`src/rtl/reply_arbiter.sv`:
```
// reply_arbiter: shares the byte-wide UART transmit path among N_SRC reply
//   sources and frames the granted source's message as
//   PREFIX, ADDR_AST, id, len, payload, 8-bit additive checksum.
// Latency: request seen in IDLE at edge k -> PREFIX valid in cycle k+1;
//   each payload byte costs 3 cycles (FETCH, WAIT_Q, SEND_DATA).
// Backpressure: every framed byte is held on tx_data until tx_valid & tx_ready;
//   requests arriving mid-packet wait for the return to IDLE.
// Optional feature: define RR_ARB_EN for round-robin arbitration
//   (default build is fixed priority, lowest index wins).
//
// Ports:
//   clk, n_rst            clock, asynchronous active-low reset
//   src_req   [N_SRC]     source i holds a complete message
//   src_len   [8*N_SRC]   payload length of source i in bits [8i+7:8i]
//   src_rdreq [N_SRC]     one-hot read strobe to the granted source FIFO
//   src_q     [8*N_SRC]   source read data, valid the cycle after src_rdreq
//   tx_data/tx_valid/tx_ready  byte stream to the UART transmitter
//   grant     [N_SRC]     one-hot current owner, 0 when idle
//   done                  one-cycle pulse after the checksum byte is accepted

`ifndef N_SRC
`define N_SRC 4
`endif
`ifndef PREFIX
`define PREFIX 8'hAA
`endif
`ifndef ADDR_AST
`define ADDR_AST 8'h2A
`endif

module reply_arbiter #(
  parameter int N_SRC = `N_SRC
) (
  input  logic               clk,
  input  logic               n_rst,
  input  logic [N_SRC-1:0]   src_req,
  input  logic [8*N_SRC-1:0] src_len,
  output logic [N_SRC-1:0]   src_rdreq,
  input  logic [8*N_SRC-1:0] src_q,
  output logic [7:0]         tx_data,
  output logic               tx_valid,
  input  logic               tx_ready,
  output logic [N_SRC-1:0]   grant,
  output logic               done
);

  localparam int IW = (N_SRC > 1) ? $clog2(N_SRC) : 1;

  typedef enum logic [3:0] {
    IDLE,
    SEND_PREFIX,
    SEND_AST,
    SEND_ID,
    SEND_LEN,
    FETCH,
    WAIT_Q,
    SEND_DATA,
    SEND_CRC
  } state_t;

  state_t        state;
  logic [IW-1:0] win;      // index of the current owner
  logic [IW-1:0] sel;      // arbitration result for the next grant
  logic          any_req;
  logic [7:0]    len;
  logic [7:0]    cnt;      // payload bytes fetched so far
  logic [7:0]    crc;
  logic          hs;
  logic [7:0]    q_byte;
  logic [7:0]    sel_len;
  logic [N_SRC-1:0] sel_oh;
  logic [N_SRC-1:0] win_oh;

  assign hs      = tx_valid & tx_ready;
  assign q_byte  = src_q[{win, 3'b000} +: 8];
  assign sel_len = src_len[{sel, 3'b000} +: 8];
  assign sel_oh  = N_SRC'(1) << sel;
  assign win_oh  = N_SRC'(1) << win;

`ifdef RR_ARB_EN
  // Last winner; the search starts one past it and wraps.
  logic [IW-1:0] rr_ptr;
  logic [IW-1:0] cand;

  always_comb begin
    sel     = '0;
    any_req = 1'b0;
    cand    = '0;
    for (int i = 1; i <= N_SRC; i++) begin
      cand = IW'((int'(rr_ptr) + i) % N_SRC);
      if (!any_req && src_req[cand]) begin
        any_req = 1'b1;
        sel     = cand;
      end
    end
  end
`else
  always_comb begin
    sel     = '0;
    any_req = |src_req;
    for (int i = N_SRC - 1; i >= 0; i--) begin
      if (src_req[i]) sel = IW'(i);
    end
  end
`endif

  always_ff @(posedge clk or negedge n_rst) begin
    if (!n_rst) begin
      state     <= IDLE;
      win       <= '0;
      len       <= '0;
      cnt       <= '0;
      crc       <= '0;
      tx_data   <= '0;
      tx_valid  <= 1'b0;
      src_rdreq <= '0;
      grant     <= '0;
      done      <= 1'b0;
`ifdef RR_ARB_EN
      rr_ptr    <= IW'(N_SRC - 1);
`endif
    end else begin
      done      <= 1'b0;
      src_rdreq <= '0;
      case (state)
        IDLE: begin
          if (any_req) begin
            win      <= sel;
            grant    <= sel_oh;
            len      <= sel_len;
            cnt      <= '0;
            crc      <= '0;
            tx_data  <= `PREFIX;
            tx_valid <= 1'b1;
            state    <= SEND_PREFIX;
`ifdef RR_ARB_EN
            rr_ptr   <= sel;
`endif
          end
        end
        SEND_PREFIX: begin
          if (hs) begin
            tx_data <= `ADDR_AST;
            state   <= SEND_AST;
          end
        end
        SEND_AST: begin
          if (hs) begin
            tx_data <= 8'(win);
            state   <= SEND_ID;
          end
        end
        SEND_ID: begin
          if (hs) begin
            tx_data <= len;
            state   <= SEND_LEN;
          end
        end
        // cnt is 0 leaving SEND_LEN, so cnt < len doubles as len != 0.
        // Comparing before the increment keeps len = 255 from wrapping.
        SEND_LEN, SEND_DATA: begin
          if (hs) begin
            if (cnt < len) begin
              tx_valid  <= 1'b0;
              src_rdreq <= win_oh;
              state     <= FETCH;
            end else begin
              tx_data <= crc;
              state   <= SEND_CRC;
            end
          end
        end
        FETCH: begin
          state <= WAIT_Q;
        end
        WAIT_Q: begin
          tx_data  <= q_byte;
          crc      <= crc + q_byte;
          cnt      <= cnt + 8'd1;
          tx_valid <= 1'b1;
          state    <= SEND_DATA;
        end
        SEND_CRC: begin
          if (hs) begin
            tx_valid <= 1'b0;
            done     <= 1'b1;
            grant    <= '0;
            state    <= IDLE;
          end
        end
        default: state <= IDLE;
      endcase
    end
  end

endmodule

```
`config.mk`:
```
export PLATFORM = sky130hd
export DESIGN_NAME = reply_arbiter
export DESIGN_NICKNAME = d
export VERILOG_FILES = /design/src/rtl/reply_arbiter.sv
export SDC_FILE = /design/constraint.sdc
export NUM_CORES = 1
export LEC_CHECK = 0
export CAP_MARGIN = 30
export CORE_AREA = 4 4 97 81
export CTS_CLUSTER_SIZE = 30
export DETAILED_ROUTE_END_ITERATION = 16
export DIE_AREA = 0 0 101 85
export HOLD_SLACK_MARGIN = 0.12
export PLACE_DENSITY = 0.78
export SETUP_SLACK_MARGIN = 0.02
export SLEW_MARGIN = 20
export SYNTH_ARGS = -nofsm -noshare
export SYNTH_HDL_FRONTEND = slang
export SYNTH_SLANG_ARGS = --single-unit
```
`constraint.sdc`:
```
create_clock -name clk -period 3.2 [get_ports clk]
set_input_delay 0.64 -clock clk [delete_from_list [all_inputs] [get_ports clk]]
set_output_delay 0.64 -clock clk [all_outputs]
set_load 0.03 [all_outputs]
```
==> summary.txt, run 1 <==
Worst Reg-to-Reg Cells - 7
Hpwl dp - 7.115 mm
Synth unique cells - 58
Syn_nets - 431
Fraction of layout cells with a size suffix above 1 - 9.602%
Max_cap viols - 0
Crit-path max FO - 7
DRT Wirelength - 9.126 mm
Routed len/inst - 17.75 µm
Area Overhead vs Synth - 32.11%
Initial antenna violation count - 0
Cts repair resizes - 0
EDFF count, synth - 0
Hold crit path type - primary input to async pin
Clock sink count - 48
Initial core utilization - 48.31%
Async SR Flop Fraction - 100.0%
DRC viols - 0
PD cells - 911.9 nW/µm²
Htree depth - 2
Final worst-path setup slack - 0.2837 ns
Drt pass-1 iters - 4
Yosys warns - 0
Post-synth top cells - dfrtp_1 (48), nand2_1 (38), o21ai_0 (32)
Aggregate global routing overflow - 0
Via count - 3,031
Chip height - 85 µm
Avg Synthesized Cell Area - 9.537 µm²
Worst path required time - 3.39 ns
Post-synthesis sequential element count - 48
Tcrit/Tclk final - 91.13%
Max IR drop VDD - 405.3 µV
Most common cell in the synthesized netlist - dfrtp_1
Rows - 27
1st-iter DRT viols - 206
Worst slew margin - 44.40%
Crit path launch type - flip-flop
Worst clock skew - 0.008110 ns
Cell Area, Synth - 3281 µm²
Capturing point of the worst reg2reg path - crc[7]
RSZ-0062 raised after global routing - false
Leak pwr - 1.871 nW
Share of the synthesized area in the top cell type - 36.61%
Top FF cell, synth - dfrtp_1
CTS tree - yes
Vias per cell - 5.897
Achievable Freq - 0.3429 GHz
Die X - 101 µm
Nets - 513
IO Port Bufs - 88
Status - finished clean
Syn Inst Count - 344
Post-synth top area cell - dfrtp_1
Die ar. - 8585 µm²
CTS max path bufs - 2
Post-synthesis sequential area ratio - 36.61%
Post-CTS Hold Buffers - 0
Total CTS buffers - 5
Worst setup EP type - flip-flop
Clk pin slew, worst setup/hold paths - 0.09 ns
Largest net degree at the start of global routing - 26
ANT cells - 0
Cell at the root of the clock tree - clkbuf_8
Vias in the first global route - 3,019
Post-CTS Setup Repair Bufs - 0
Placer Congestion - 0.8960
Placement Setup Slack - 0.04001 ns
Slew Viols, Final - 0
Reg-to-reg setup timing slack - 0.28 ns
Crit Path Class - flip-flop to flip-flop
Final setup violation count - 0
Tmin final - 2.916 ns
Final ANT Viol Nets - 0
Setup TNS - 0 ns
Core area - 6790 µm²
First-pass GRT wire length - 14.62 mm
Crit path arrival time - 3.10 ns
Worst slew pin tran - 0.8340 ns
Endpoints failing hold - 0
Critical R2R Launch - win[0]
# IOs - 89
Aggregate global-route resource usage - 21.31%
Worst-Skew Late Latency - 0.30 ns
Area contributors post-synth - dfrtp_1 (37%), ha_1 (5.7%), mux4_2 (5.5%), o21ai_0 (4.9%), nand2_1 (4.3%)
==> report_power, final <==
part,switching [mW],leakage [nW],internal (mW)
clock,0.204,0.0552,0.232
sequential,0.334,0.606,0.849
combinational,1.18,1.21,1.15
==> layout make-up <==
type                            instances  area, µm²
Sequential cell                        48       1201
Clock buffer                            6      72.57
Multi-Input combinational cell        261       1928
Timing Repair Buffer                   96      935.9
Clock inverter                          2      35.03
Inverter                               14      52.55
Fill cell                             561       2456
Tap cell                               87      108.9
==> stage by stage <==
step                std cells  total power [mW]  cell area [µm²]  util (%)  hold slack (ns)
finish                    514             3.952             4334     63.83           0.3171
global route              514             4.246             4334     63.83           0.3778
global placement          506             3.422             4227     62.24           0.4861
detailed placement        506             3.503             4227     62.24           0.4903
CTS                       514             3.951             4334     63.83           0.3360
floorplan                 344             2.832             3281         -           0.3444
==> critical path, stage by stage (launching register included) <==
cell and delay (ns):
dfrtp_1 0.65, mux4_2 0.63, ha_1 0.32, a211oi_1 0.42
o211ai_1 0.15, a211oi_1 0.37, o31a_1 0.20, nand2_1 0.06
==> cell families (layout without fill, tap and decap cells) <==
group	Yosys count	count (layout)	synth area share, %
fa+ha+maj	16	16	6.331
mux	22	22	10.98
compound gates	111	111	23.11
flops	48	48	36.61
xor+xnor	8	8	2.136
buf+inv	35	118	4.615
simple gates	104	104	16.21
==> placed cells by master (no fill, tap or decap), drive strengths merged, types with 13 or more instances in the layout <==
| cell type | Yosys | routed |
|---|---|---|
| a22o | 13 | 13 |
| o21ai | 34 | 34 |
| dfrtp | 48 | 48 |
| nor2 | 22 | 22 |
| nand2 | 38 | 38 |
| inv | 14 | 14 |
| clkdlybuf4s50 | 0 | 87 |
| ha | 15 | 15 |
| a21oi | 19 | 19 |
==> how the worst max path moves through the flow <==
stage | start | endpoint | slack, ns | cells past startpoint
4_1_cts | win[0] | crc[6] | 0.33 | 8
5_1_grt | win[0] | crc[7] | 0.09 | 7
2_1_floorplan | win[0] | crc[6] | 0.34 | 10
6_report | win[0] | crc[7] | 0.28 | 7
3_3_place_gp | src_q[24] | crc[6] | 0.11 | 9
3_5_place_dp | src_q[24] | crc[6] | 0.04 | 9
==> per-layer routing <==
layer  track usage [%]  wire length (µm)  vias up
li1                  -                 -     1451
met2             34.31              4137      130
met5                 0                 0        -
met3             6.327               830       13
met1             28.35              4039     1437
met4             4.952               119        0
==> registers in the layout (all words and copies together), names as in the netlist <==
signal	cells
len	8
src_rdreq	4
grant	4
cnt	8
tx_valid	1
win	2
done	1
crc	8
tx_data	8
state	4
Power figures use the tool's default switching activity.
==> inputs of run 2 (changes only) <==
ABC_CLOCK_PERIOD_IN_PS = 3200   (was not set)
GPL_TIMING_DRIVEN = 0   (was not set)
==> summary.txt, run 2 (synthesis results as in run 1) <==
Status - finished clean
Max IR drop VDD - 341.3 µV
Crit Path Class - flip-flop to flip-flop
Worst hold margin - 0.3103 ns
Area Overhead vs Synth - 33.41%
Rows - 27
Post-CTS Hold Buffers - 0
Tmin final - 3.001 ns
Reg power frac - 27.8%
Die ar. - 8585 µm²
First-pass GRT wire length - 15.70 mm
Endpoints failing hold - 0
Vias in the first global route - 3,227
Core area - 6790 µm²
CTS tree - yes
Slew Viols, Final - 0
Buffers & Inverters on Critical Path - 1
Clock share of power - 9.4%
Fraction of layout cells with a size suffix above 1 - 10.00%
Placer Congestion - 0.9328
Worst-Skew Late Latency - 0.30 ns
Chip height - 85 µm
Aggregate global-route resource usage - 22.97%
Clock sink count - 48
Routed len/inst - 18.43 µm
ANT cells - 0
Max_cap viols - 0
Commonest cells after routing, fill and taps aside - clkdlybuf4s50_1 (87), dfrtp_1 (47), nand2_1 (38)
Critical path's largest stage delay - 0.56 ns
Commonest non-fill, non-tap cell in the layout - clkdlybuf4s50_1
DRT Wirelength - 9.710 mm
1st-iter DRT viols - 239
Final ANT Viol Nets - 0
Capturing point of the worst reg2reg path - crc[6]
Reg-to-reg setup timing slack - 0.20 ns
Worst path most repeated cell - a21o_1
Leak pwr - 1.883 nW
PD cells - 906.3 nW/µm²
# IOs - 89
Achievable Freq - 0.3332 GHz
CTS max path bufs - 2
Crit path launch type - flip-flop
Die X - 101 µm
Sw Share - 44.41%
Worst Reg-to-Reg Cells - 9
Via count - 3,163
Aggregate global routing overflow - 0
Critical R2R Launch - win[0]
Placement Setup Slack - -0.1782 ns
Largest net degree at the start of global routing - 29
Hpwl dp - 7.611 mm
Initial core utilization - 48.31%
Crit path arrival time - 3.18 ns
Worst setup EP type - flip-flop
Hold crit path type - primary input to async pin
Layout Cells excl Fill - 527
Nets - 526
Pint - 2.205 mW
Switch Pwr - 1.761 mW
Drt pass-1 iters - 6
Initial antenna violation count - 0
Crit-path max FO - 10
Clk pin slew, worst setup/hold paths - 0.09 ns
Worst clock skew - 0.01068 ns
Placed Cells - 520
Final setup violation count - 0
CP Cell Sequence - buf_4 > mux4_2 > ha_1 > fa_1 > a21o_1 > a21o_1 > a21oi_1 > mux2i_1 > nand2_1
Worst slew margin - 62.17%
CP top delay family - multiplexers
Final worst-path setup slack - 0.1988 ns
Layout Utilization - 64.46%
RSZ-0062 raised after global routing - false
Vias per cell - 6.002
Worst path required time - 3.38 ns
Combinational share of power - 62.8%
IO Port Bufs - 88
Tcrit/Tclk final - 93.79%
Crit path launch - win[0]
DRC viols - 0
Worst slew pin tran - 0.5663 ns
Cell at the root of the clock tree - clkbuf_8
Worst path slowest cell - mux4_2
Total CTS buffers - 5
Htree depth - 2
run 2: changes by cell type in the layout (fill, tap and decap cells not counted), sizes merged:
cell    before  now
clkbuf       6   19
clkinv       1    0
buf          9   11
bufinv       1    0
run 2: layout make-up:
type,instances,area [µm²]
plain buffers,20,98.84
clock buffers,8,90.09
fillers,562,2414
inverters,14,52.55
multi-input cells,261,1928
flip-flops and latches,48,1202
well taps,87,108.9
repair buffers,89,895.9
run 2: timing repair:
item	in CTS	in global routing
setup endpoints to repair	2	2
gates resized for setup	1	3
setup buffers	0	0
run 2: worst max path at each step:
stage                        end  slack, ns  depth (start not counted)
after floorplan           crc[6]       0.34                         10
after global placement    crc[6]      -0.12                         10
after detailed placement  crc[6]      -0.18                         10
after CTS                 crc[6]       0.08                          9
after global routing      crc[6]       0.09                          9
final                     crc[6]       0.20                          9
run 2: worst reg2reg max path, cell delays in order, from the launching register on:
cell and delay (ns):
dfrtp_2 0.50, buf_4 0.27, mux4_2 0.56, ha_1 0.24, fa_1 0.42, a21o_1 0.18
a21o_1 0.19, a21oi_1 0.24, mux2i_1 0.22, nand2_1 0.07
run 2: power by group through the flow:
stage | Clock [mW] | Combinational, mW | Sequential (mW)
final | 0.373 | 2.49 | 1.10
after global routing | 0.403 | 2.73 | 1.14
after CTS | 0.380 | 2.48 | 1.10
after detailed placement | 0 | 2.47 | 1.09
after global placement | 0 | 2.40 | 1.09
after floorplan | 0 | 1.64 | 1.19
run 2: metrics by stage:
step	total power, mW	setup TNS (ns)	instance area [µm²]
2_1_floorplan	2.832	0	3281
4_1_cts	3.956	0	4374
5_1_grt	4.266	0	4377
3_3_place_gp	3.489	-0.1213	4270
3_5_place_dp	3.566	-0.1782	4285
6_report	3.967	0	4377
run 2: routing by layer:
metal  global-route usage (%)  up-vias  wire length [µm]
li1                         -     1477                 -
met1                    32.02     1507              4264
met2                    35.80      161              4309
met3                    5.752       18               934
met4                    6.039        0               201
met5                        0        -                 0
==> inputs of run 3 (changes only) <==
PLACE_DENSITY = 0.86   (was 0.78)
==> summary.txt, run 3 (synthesis results as in run 1) <==
Fill cell count - 552
Placement Setup Slack - -0.05824 ns
Routed len/inst - 18.22 µm
Placer Congestion - 0.9284
Die ar. - 8585 µm²
CTS tree - yes
DRC viols - 0
Vias in the first global route - 3,180
Area Overhead vs Synth - 33.68%
Top routing layer in use - met4
Crit path arrival time - 3.13 ns
Worst path slowest cell - mux4_2
First-pass GRT wire length - 15.58 mm
Hold crit path type - primary input to async pin
Status - finished clean
Switch Pwr - 1.785 mW
Die X - 101 µm
Worst slew margin - 63.28%
Final worst-path setup slack - 0.2635 ns
Layout Cells excl Fill - 527
IO Port Bufs - 88
CTS max path bufs - 2
Reg power frac - 27.8%
DRT Wirelength - 9.601 mm
Worst-Skew Late Latency - 0.31 ns
Initial antenna violation count - 0
Chip height - 85 µm
CP Cell Sequence - buf_4 > mux4_2 > ha_1 > fa_1 > a21o_1 > a21o_1 > a21oi_1 > mux2i_1 > nand2_1
Total CTS buffers - 5
Max_cap viols - 0
Crit-path max FO - 10
Achievable Freq - 0.3405 GHz
Core area - 6790 µm²
Leak pwr - 1.883 nW
Clock share of power - 9.5%
CP top delay family - multiplexers
Crit Path Class - flip-flop to flip-flop
Final setup violation count - 0
Fraction of layout cells with a size suffix above 1 - 10.45%
Placed Cells - 520
Commonest non-fill, non-tap cell in the layout - clkdlybuf4s50_1
Cell at the root of the clock tree - clkbuf_8
Metal3 WL - 877 µm
PD cells - 910.6 nW/µm²
Setup TNS - 0 ns
Initial core utilization - 48.31%
Aggregate global-route resource usage - 23.08%
ANT cells - 0
Pint - 2.208 mW
Met1 wire length - 4.183 mm
Tcrit/Tclk final - 91.77%
Rows - 27
Worst setup EP type - flip-flop
Slew Viols, Final - 0
Aggregate global routing overflow - 0
Buffers & Inverters on Critical Path - 1
Tmin final - 2.937 ns
Met2 WL - 4.347 mm
Final ANT Viol Nets - 0
1st-iter DRT viols - 253
Critical path's largest stage delay - 0.54 ns
Drt pass-1 iters - 5
Via count - 3,108
Sw Share - 44.71%
Hpwl dp - 7.736 mm
Post-CTS Hold Buffers - 0
Crit path launch type - flip-flop
Worst path most repeated cell - a21o_1
RSZ-0062 raised after global routing - false
Worst path required time - 3.39 ns
Placed inst area - 4285 µm²
Clock sink count - 48
Worst clock skew - 0.007917 ns
Combinational share of power - 62.7%
Clk pin slew, worst setup/hold paths - 0.09 ns
Nets - 526
Post-Layout Inst Area - 4385 µm²
Htree depth - 2
Max IR drop VDD - 417.2 µV
Largest net degree at the start of global routing - 27
Vias per cell - 5.898
Commonest cells after routing, fill and taps aside - clkdlybuf4s50_1 (87), dfrtp_1 (47), nand2_1 (38)
Layout Utilization - 64.58%
Worst slew pin tran - 0.5497 ns
# IOs - 89
Endpoints failing hold - 0
run 3: cell count changes in the layout (fill, tap and decap cells not counted):
cell / before / now
a211oi_1: 2 / 1
clkbuf_1: 12 / 11
a211oi_2: 0 / 1
clkinvlp_4: 0 / 1
run 3: power by group through the flow:
stage | sequential [mW] | clock, mW | combinational, mW
after floorplan | 1.19 | 0 | 1.64
after global placement | 1.09 | 0 | 2.39
after detailed placement | 1.10 | 0 | 2.48
after CTS | 1.09 | 0.383 | 2.49
after global routing | 1.14 | 0.409 | 2.75
final | 1.11 | 0.378 | 2.50
run 3: final cells by class:
type                       count  area, µm²  share of cell area, %
buffer                        20      98.84                  2.254
clock buffer                   7      86.33                  1.969
clock inverter                 1      7.507                 0.1712
inverter                      14      52.55                  1.198
multi-input combinational    261       1933                  44.08
sequential                    48       1202                  27.42
tap                           87      108.9                  2.482
timing repair buffer          89      895.9                  20.43
run 3: stage by stage:
stage / power (mW) / hold slack, ns
after floorplan: 2.832 / 0.3444
after global placement: 3.486 / 0.4831
after detailed placement: 3.578 / 0.4888
after CTS: 3.965 / 0.3298
after global routing: 4.302 / 0.3487
final: 3.993 / 0.3083
run 3: worst register-to-register path: stages (launching register included):
cell	delay [ns]
dfrtp_2	0.48
buf_4	0.25
mux4_2	0.54
ha_1	0.24
fa_1	0.42
a21o_1	0.17
a21o_1	0.20
a21oi_1	0.25
mux2i_1	0.21
nand2_1	0.06
run 3: path summary, 6_finish.rpt:
check	start	to	slack [ns]	depth (start not counted)
min reg2reg	cnt[7]	cnt[7]	0.50	1
max	win[0]	crc[6]	0.26	9
max reg2reg	win[0]	crc[6]	0.26	9
max in group asynchronous	n_rst	win[0]	2.36	2
min in group clk	cnt[7]	cnt[7]	0.50	1
min	n_rst	done	0.31	1
run 3: what timing repair did:
item	4_1_cts	5_1_grt
buffers inserted	0	0
resized for setup	1	4
endpoints found under the setup margin	1	2
run 3: metal layers:
layer | global-route usage [%] | vias up
met4 | 7.367 | 0
met1 | 31.24 | 1455
li1 | - | 1476
met3 | 5.916 | 20
met2 | 36.28 | 157
met5 | 0 | -
